===== src/rtl/controlador_partida.sv =====
// Game sequencer for the 8x8 naval battle: drives piece placement for both
// players, arbitrates turn-based shots against the board memory, keeps score.
module controlador_partida #(
    parameter int N_SUB       = 5,
    parameter int N_CRU       = 2,
    parameter int N_HID       = 2,
    parameter int N_ENC       = 1,
    parameter int N_PA        = 1,
    parameter int TOTAL_CELLS = N_SUB + 2*N_CRU + 3*N_HID + 4*N_ENC + 5*N_PA
) (
    input  logic       clk,
    input  logic       reset,
    input  logic       enable,
    input  logic       mode,
    input  logic       place_done,
    output logic       place_enable,
    output logic [2:0] place_tipo,
    output logic       jogador,
    output logic       cpu_turn,
    input  logic       attack_valid,
    input  logic [2:0] attack_x,
    input  logic [2:0] attack_y,
    output logic       mem_req,
    output logic       mem_jogador,
    output logic [2:0] mem_x,
    output logic [2:0] mem_y,
    input  logic       mem_ack,
    input  logic       mem_ocupado,
    input  logic       mem_atingido,
    output logic       mem_mark,
    output logic [1:0] resultado,
    output logic       resultado_valid,
    output logic [4:0] placar0,
    output logic [4:0] placar1,
    output logic [1:0] fase,
    output logic       vencedor,
    output logic       fim
);

    localparam int N_PIECES = N_SUB + N_CRU + N_HID + N_ENC + N_PA;

    // Piece index boundaries where the requested type steps up
    localparam logic [3:0] B_CRU = 4'(N_SUB);
    localparam logic [3:0] B_HID = 4'(N_SUB + N_CRU);
    localparam logic [3:0] B_ENC = 4'(N_SUB + N_CRU + N_HID);
    localparam logic [3:0] B_PA  = 4'(N_SUB + N_CRU + N_HID + N_ENC);
    localparam logic [3:0] LAST  = 4'(N_PIECES - 1);
    localparam logic [4:0] TOTAL = 5'(TOTAL_CELLS);

    typedef enum logic [2:0] {
        S_IDLE, S_PLACE, S_ATTACK, S_LOOKUP, S_RESULT, S_END
    } state_t;

    state_t     state, state_n;
    logic [3:0] idx;
    logic       mode_r;
    logic       ocupado_r, atingido_r;
    logic       hit;
    logic [4:0] score_cur, score_inc;

    assign hit       = ocupado_r & ~atingido_r;
    assign score_cur = jogador ? placar1 : placar0;
    assign score_inc = (score_cur == TOTAL) ? TOTAL : score_cur + 5'd1;

    always_ff @(posedge clk or negedge reset) begin
        if (!reset)      state <= S_IDLE;
        else if (enable) state <= state_n;
    end

    always_comb begin
        state_n         = state;
        fase            = 2'b00;
        place_enable    = 1'b0;
        place_tipo      = 3'd0;
        mem_req         = 1'b0;
        mem_jogador     = 1'b0;
        resultado_valid = 1'b0;
        mem_mark        = 1'b0;
        cpu_turn        = 1'b0;
        fim             = 1'b0;
        case (state)
            S_IDLE: state_n = S_PLACE;
            S_PLACE: begin
                fase         = 2'b01;
                place_enable = 1'b1;
                cpu_turn     = mode_r & jogador;
                if      (idx < B_CRU) place_tipo = 3'd1;
                else if (idx < B_HID) place_tipo = 3'd2;
                else if (idx < B_ENC) place_tipo = 3'd3;
                else if (idx < B_PA)  place_tipo = 3'd4;
                else                  place_tipo = 3'd5;
                if (place_done && idx == LAST && jogador) state_n = S_ATTACK;
            end
            S_ATTACK: begin
                fase     = 2'b10;
                cpu_turn = mode_r & jogador;
                if (attack_valid) state_n = S_LOOKUP;
            end
            S_LOOKUP: begin
                fase        = 2'b10;
                cpu_turn    = mode_r & jogador;
                mem_req     = 1'b1;
                mem_jogador = ~jogador;
                if (mem_ack) state_n = S_RESULT;
            end
            S_RESULT: begin
                fase            = 2'b10;
                cpu_turn        = mode_r & jogador;
                // Pulses vanish while paused; the state itself just holds
                resultado_valid = enable;
                mem_mark        = enable & hit;
                state_n         = (hit && score_inc == TOTAL) ? S_END : S_ATTACK;
            end
            S_END: begin
                fase = 2'b11;
                fim  = 1'b1;
            end
            default: state_n = S_IDLE;
        endcase
    end

    always_ff @(posedge clk or negedge reset) begin
        if (!reset) begin
            idx        <= '0;
            mode_r     <= 1'b0;
            jogador    <= 1'b0;
            mem_x      <= '0;
            mem_y      <= '0;
            ocupado_r  <= 1'b0;
            atingido_r <= 1'b0;
            resultado  <= 2'b00;
            placar0    <= '0;
            placar1    <= '0;
            vencedor   <= 1'b0;
        end else if (enable) begin
            case (state)
                S_IDLE: begin
                    mode_r  <= mode;
                    jogador <= 1'b0;
                    idx     <= '0;
                end
                S_PLACE: if (place_done) begin
                    if (idx == LAST) begin
                        idx     <= '0;
                        jogador <= ~jogador;
                    end else begin
                        idx <= idx + 4'd1;
                    end
                end
                S_ATTACK: if (attack_valid) begin
                    mem_x <= attack_x;
                    mem_y <= attack_y;
                end
                S_LOOKUP: if (mem_ack) begin
                    ocupado_r  <= mem_ocupado;
                    atingido_r <= mem_atingido;
                    resultado  <= !mem_ocupado ? 2'b01 : (mem_atingido ? 2'b11 : 2'b10);
                end
                S_RESULT: begin
                    if (!ocupado_r) begin
                        jogador <= ~jogador;
                    end else if (hit) begin
                        if (jogador) placar1 <= score_inc;
                        else         placar0 <= score_inc;
                        if (score_inc == TOTAL) vencedor <= jogador;
                    end
                end
                default: ;
            endcase
        end
    end

endmodule


===== config.mk =====
export PLATFORM = sky130hd
export DESIGN_NAME = controlador_partida
export DESIGN_NICKNAME = d
export VERILOG_FILES = /design/src/rtl/controlador_partida.sv
export SDC_FILE = /design/constraint.sdc
export NUM_CORES = 1
export LEC_CHECK = 0
export BUFFER_PORTS_ARGS = -buffer_cell sky130_fd_sc_hd__buf_2
export CAP_MARGIN = 40
export CORE_ASPECT_RATIO = 1.25
export CORE_MARGIN = 2
export CORE_UTILIZATION = 25
export CTS_BUF_LIST = sky130_fd_sc_hd__clkbuf_8
export DETAILED_ROUTE_END_ITERATION = 6
export GPL_ROUTABILITY_DRIVEN = 0
export PLACE_DENSITY = 0.41
export SLEW_MARGIN = 40
export SYNTH_ARGS = -nofsm -noshare
export SYNTH_HDL_FRONTEND = slang
export SYNTH_SLANG_ARGS = --single-unit

===== constraint.sdc =====
create_clock -name clk -period 2.65 [get_ports clk]
set_clock_uncertainty 0.1 [all_clocks]
set_input_delay 0.6625 -clock clk [delete_from_list [all_inputs] [get_ports clk]]
set_output_delay 0.6625 -clock clk [all_outputs]
set_load 0.01 [all_outputs]

Word level (Yosys, flattened, before mapping)

Index checks and enable logic that the tools add are counted.

Register bits: 30
Input bits: 15
Output and inout bits: 32
Logic and storage cells: 84

Mux-type cells: 29
Equal/unequal tests: 14
$lt $le $gt $ge: 4
Add/sub/neg operators: 2
Reductions and logical operators: 17
Bitwise operators: 6

Operator list:

| kind                  | count |
|---|---|
| $reduce_and A5 Y1     | 5 |
| $mux W3               | 8 |
| $pmux W3 S6           | 1 |
| $mux W1               | 12 |
| $ne A2 B2 Y1 const B  | 6 |
| $eq A5 B5 Y1 const B  | 2 |
| $mux W5               | 2 |
| $reduce_and A3 Y1     | 3 |
| $lt A4 B3 Y1 const B  | 2 |
| $lt A4 B4 Y1 const B  | 2 |
| $mux W4               | 2 |
| $pmux W4 S2           | 1 |
| $eq A3 B2 Y1 const B  | 2 |
| $eq A3 B3 Y1 const B  | 2 |
| $pmux W2 S3           | 1 |
| $add A5 B1 Y5 const B | 1 |
| $add A4 B1 Y4 const B | 1 |
| $eq A4 B4 Y1 const B  | 1 |
| $reduce_or A4 Y1      | 1 |
| $and A1 B1 Y1         | 3 |
| $eq A3 B1 Y1 const B  | 1 |
| $logic_and A1 B1 Y1   | 3 |
| $logic_not A3 Y1      | 1 |
| $not A1 Y1            | 3 |
| 6 further kinds       | 6 |

Logic depth before layout (Yosys ltp)

Depth in word-level cells: 7
Gate-level depth with buffers: 9
Gate-level depth less buffers: 8

Worst setup path after synthesis

No wires, ideal clock.

Kind: reg2reg
Start point: reg jogador
End point: reg state[1]
Cell stages (with the launch flop): 10
Arrival: 2.303 ns
Path buffers: 1
Path slack: 0.121 ns
Cell sequence: dfrtp_1 > buf_6 > mux2i_2 > inv_1 > ha_1 > nand4_1 > nand2_1 > xnor2_1 > or4b_4 > a221o_1

Word-level cells in the longest chain between the ends: 7

RTL lines:

| element                                       | RTL line | source |
|---|---|---|
| start: declaration                            | 18       | `output logic jogador,` |
| start signal: assignment                      | 145      | `jogador <= ~jogador;` |
| start signal: assignment                      | 161      | `jogador <= ~jogador;` |
| $mux W5                                       | 62       | `assign score_cur = jogador ? placar1 : placar0;` |
| $add A5 B1 Y5 or $eq A5 B5 Y1 (tied branches) | 63       | `assign score_inc = (score_cur == TOTAL) ? TOTAL : score_cur + 5'd1;` |
| $mux W5                                       | 63       |  |
| $eq A5 B5 Y1                                  | 112      | `state_n = (hit && score_inc == TOTAL) ? S_END : S_ATTACK;` |
| $logic_and A1 B1 Y1                           | 112      |  |
| $mux W3                                       | 112      |  |
| $pmux W3 S6                                   | 81       | `case (state)` |
| end signal: assignment                        | 67       | `else if (enable) state <= state_n;` |
| end: declaration                              | 54       | `state_t state, state_n;` |

Parallel ways exist; a longest one is shown, timed or not.
A chain may end at the register's enable or synchronous reset.

Worst setup path in the final report

Same ends and word-level chain as after synthesis.

==> results.json <==
{
  "status": "completed",
  "end_kind": "flip-flop",
  "p_sw_uw": 821,
  "p_clk_share_pct": 21.9,
  "final_max_slew_viol_count": 0,
  "io_pins": 47,
  "chipWidth_um": 78.5,
  "syn_nets": 191,
  "grt_pass1_wl_um": 7120,
  "dpl_cell_area_um2": 2060,
  "synth-adder-area-share_pct": 1.44,
  "yosysSeqAreaShare_pct": 41.9,
  "worstPathMaxFanout": 5,
  "cts_buffer_depth": 2,
  "n_antenna_cell": 0,
  "ctsHtreeMaxLevel": 2,
  "dr.pass1.iters": 4,
  "switching_share_pct": 38.2,
  "fp.dieH_um": 97.1,
  "insertion_delay_ns": 0.27,
  "wl_per_cell_um": 14.1,
  "via_count": 1448,
  "synthMuxAreaShare_pct": 16.1,
  "cts_buffers": 5,
  "tns_ns": 0,
  "p_leak_uw": 0.00107,
  "final_common_cell": "buf_2",
  "portBuffers": 46,
  "clock-sinks": 29,
  "layout.nets": 238,
  "seqPwrFrac_pct": 35.4,
  "cp.arrival_ns": 2.52,
  "powerDensity_nw_per_um2": 981,
  "ys.flop_type": "dfrtp_1",
  "initial_core_util_pct": 26.1,
  "critPathRequiredTime_ns": 2.71,
  "grt_pass1_vias": 1475,
  "rsz0062_at_grt": "false",
  "max_freq_mhz": 406,
  "post-route-drc-count": 0,
  "ys_ff_latch": 29,
  "wirelength_um": 4370,
  "dp_hpwl_um": 3300,
  "drv_cap": 0,
  "setup_viol": 0,
  "dr.first_iter.drc_count": 42,
  "crit_type": "flip-flop to flip-flop",
  "final_antenna_net_count": 0,
  "final_cell_mix": "buf_2, dfrtp_1, mux2_2",
  "yosys.area_share.simple_pct": 20.5,
  "synth_xor_area_share_pct": 2.02,
  "grt_use_total_pct": 11.8,
  "cts_tree": "built",
  "hold_buffers": 0,
  "synth-edff-count": 0,
  "antenna_found_initial": 0,
  "yosys.cell_types.count": 43,
  "fin_hold_ws_ns": 0.318,
  "placementRows": 33,
  "max-slew-margin-rel_pct": 55.5,
  "vdd_ir_drop_max_uv": 354,
  "die_area_um2": 7620,
  "yosysWarnings": 0,
  "stdcell_area_um2": 2190,
  "synth-compound-area-share_pct": 12.9,
  "async_flop_share_pct": 100,
  "grt_max_degree": 30,
  "period_minus_slack_ns": 2.46,
  "period_share_pct": 92.9,
  "hold_viol": 0,
  "design.core.area_um2": 6650,
  "syn_inst": 174,
  "area_delta_synth_final_pct": 26.6,
  "final_util_pct": 33.0,
  "clk_pin_slew_ns": 0.06,
  "tightest_slew_ns": 0.668,
  "postSynthAreaPerCell_um2": 9.96,
  "grt-ovfl-total": 0,
  "hold_class": "input port to asynchronous set/reset pin",
  "reg2regPathDepth": 8,
  "avgViaCountPerCell": 4.69,
  "syn_area_um2": 1730,
  "clockRootBuffer": "clkbuf_8",
  "drive_gt1_share_pct": 38.3,
  "synth_top_family_by_area": "simple AND/OR/NAND/NOR gates",
  "p_total_uw": 2150,
  "startpoint_type": "flip-flop",
  "combPwrFrac_pct": 42.7,
  "p_int_uw": 1330
}
[metal layers]
| metal | vias up | GRT usage, % | part of all wire, % |
|---|---|---|---|
| met5 | - | 0 | 0 |
| met4 | 0 | 5.53 | 2.8 |
| met3 | 8 | 2.23 | 2.9 |
| met2 | 26 | 20.8 | 52 |
| met1 | 695 | 13.7 | 42 |
| li1 | 719 | - | - |
[timing repair]
| action | in CTS | in global routing |
|---|---|---|
| endpoints found under the setup margin | 0 | 2 |
| resized for setup | 0 | 3 |
| buffers inserted | 0 | 0 |
[final cells by class]
class	count	area [um2]
Clock buffer	6	82.6
Clock inverter	2	33.8
Timing Repair Buffer	53	283
Fill cell	713	4450
Inverter	8	30.0
Tap cell	87	109
Multi-Input combinational cell	124	928
Sequential cell	29	727
[cell usage after synthesis, types with 2 or more instances]
library cell / instances / area, um2
dfrtp_1: 29 / 726
mux2_2: 18 / 203
o21ai_0: 12 / 60.1
clkbuf_1: 11 / 41.3
nand2_1: 10 / 37.5
nor2_1: 10 / 37.5
inv_1: 8 / 30.0
nand2b_1: 7 / 43.8
o31ai_1: 6 / 45.0
a21oi_1: 4 / 20.0
mux2i_1: 4 / 40.0
nand4b_1: 4 / 35.0
nor2b_1: 4 / 25.0
nor3_1: 4 / 20.0
and3_1: 3 / 18.8
nand3b_1: 3 / 22.5
nand4_1: 3 / 18.8
nor3b_1: 3 / 22.5
a221o_1: 2 / 20.0
a31oi_1: 2 / 12.5
and2_1: 2 / 12.5
ha_1: 2 / 25.0
xnor2_1: 2 / 17.5
xor2_1: 2 / 17.5
[critical path, stage by stage (launching register included)]
cell     delay, ns
dfrtp_2       0.41
mux2i_2       0.26
inv_1         0.10
ha_1          0.25
nand4_1       0.11
nand2_1       0.08
xnor2_2       0.20
or4b_4        0.50
a221o_1       0.33
[metrics by stage]
stage          worst slack [ns]  instances
2_1_floorplan             0.121        174
5_1_grt                  0.0182        309
4_1_cts                   0.131        309
6_report                  0.189        309
3_5_place_dp              0.154        301
3_3_place_gp              0.170        301
[state kept, by name, indices dropped and copies added (netlist names)]
signal      flops
placar0         5
placar1         5
idx             4
mem_x           3
mem_y           3
state           3
resultado       2
atingido_r      1
jogador         1
mode_r          1
vencedor        1
[worst paths after layout]
path                       slack (ns)                       end                  from
max                              0.19      state[1]$_DFFE_PN0P_   jogador$_DFFE_PN0P_
min                              0.32  resultado[0]$_DFFE_PN0P_                 reset
max reg2reg                      0.19      state[1]$_DFFE_PN0P_   jogador$_DFFE_PN0P_
min reg2reg                      0.40      mem_y[1]$_DFFE_PN0P_  mem_y[1]$_DFFE_PN0P_
max in group asynchronous        1.67       jogador$_DFFE_PN0P_                 reset
min in group clk                 0.40      mem_y[1]$_DFFE_PN0P_  mem_y[1]$_DFFE_PN0P_
[power by group through the flow]
| stage | sequential, uW | combinational [uW] | clock [uW] |
|---|---|---|---|
| detailed placement | 768 | 935 | 0 |
| global placement | 773 | 929 | 0 |
| CTS | 763 | 934 | 493 |
| floorplan | 716 | 661 | 0 |
| global route | 793 | 1020 | 514 |
| finish | 762 | 919 | 471 |
[kinds of logic (layout without fill, tap and decap cells)]
family	count (synthesis)	after routing
and+or+nand+nor	60	60
AOI/OAI and AO/OA	34	34
DFF	29	29
muxes	24	24
buffers and inverters	21	69
xor gates and xnor gates	4	4
adders and majority gates	2	2
Power figures use the tool's default switching activity.
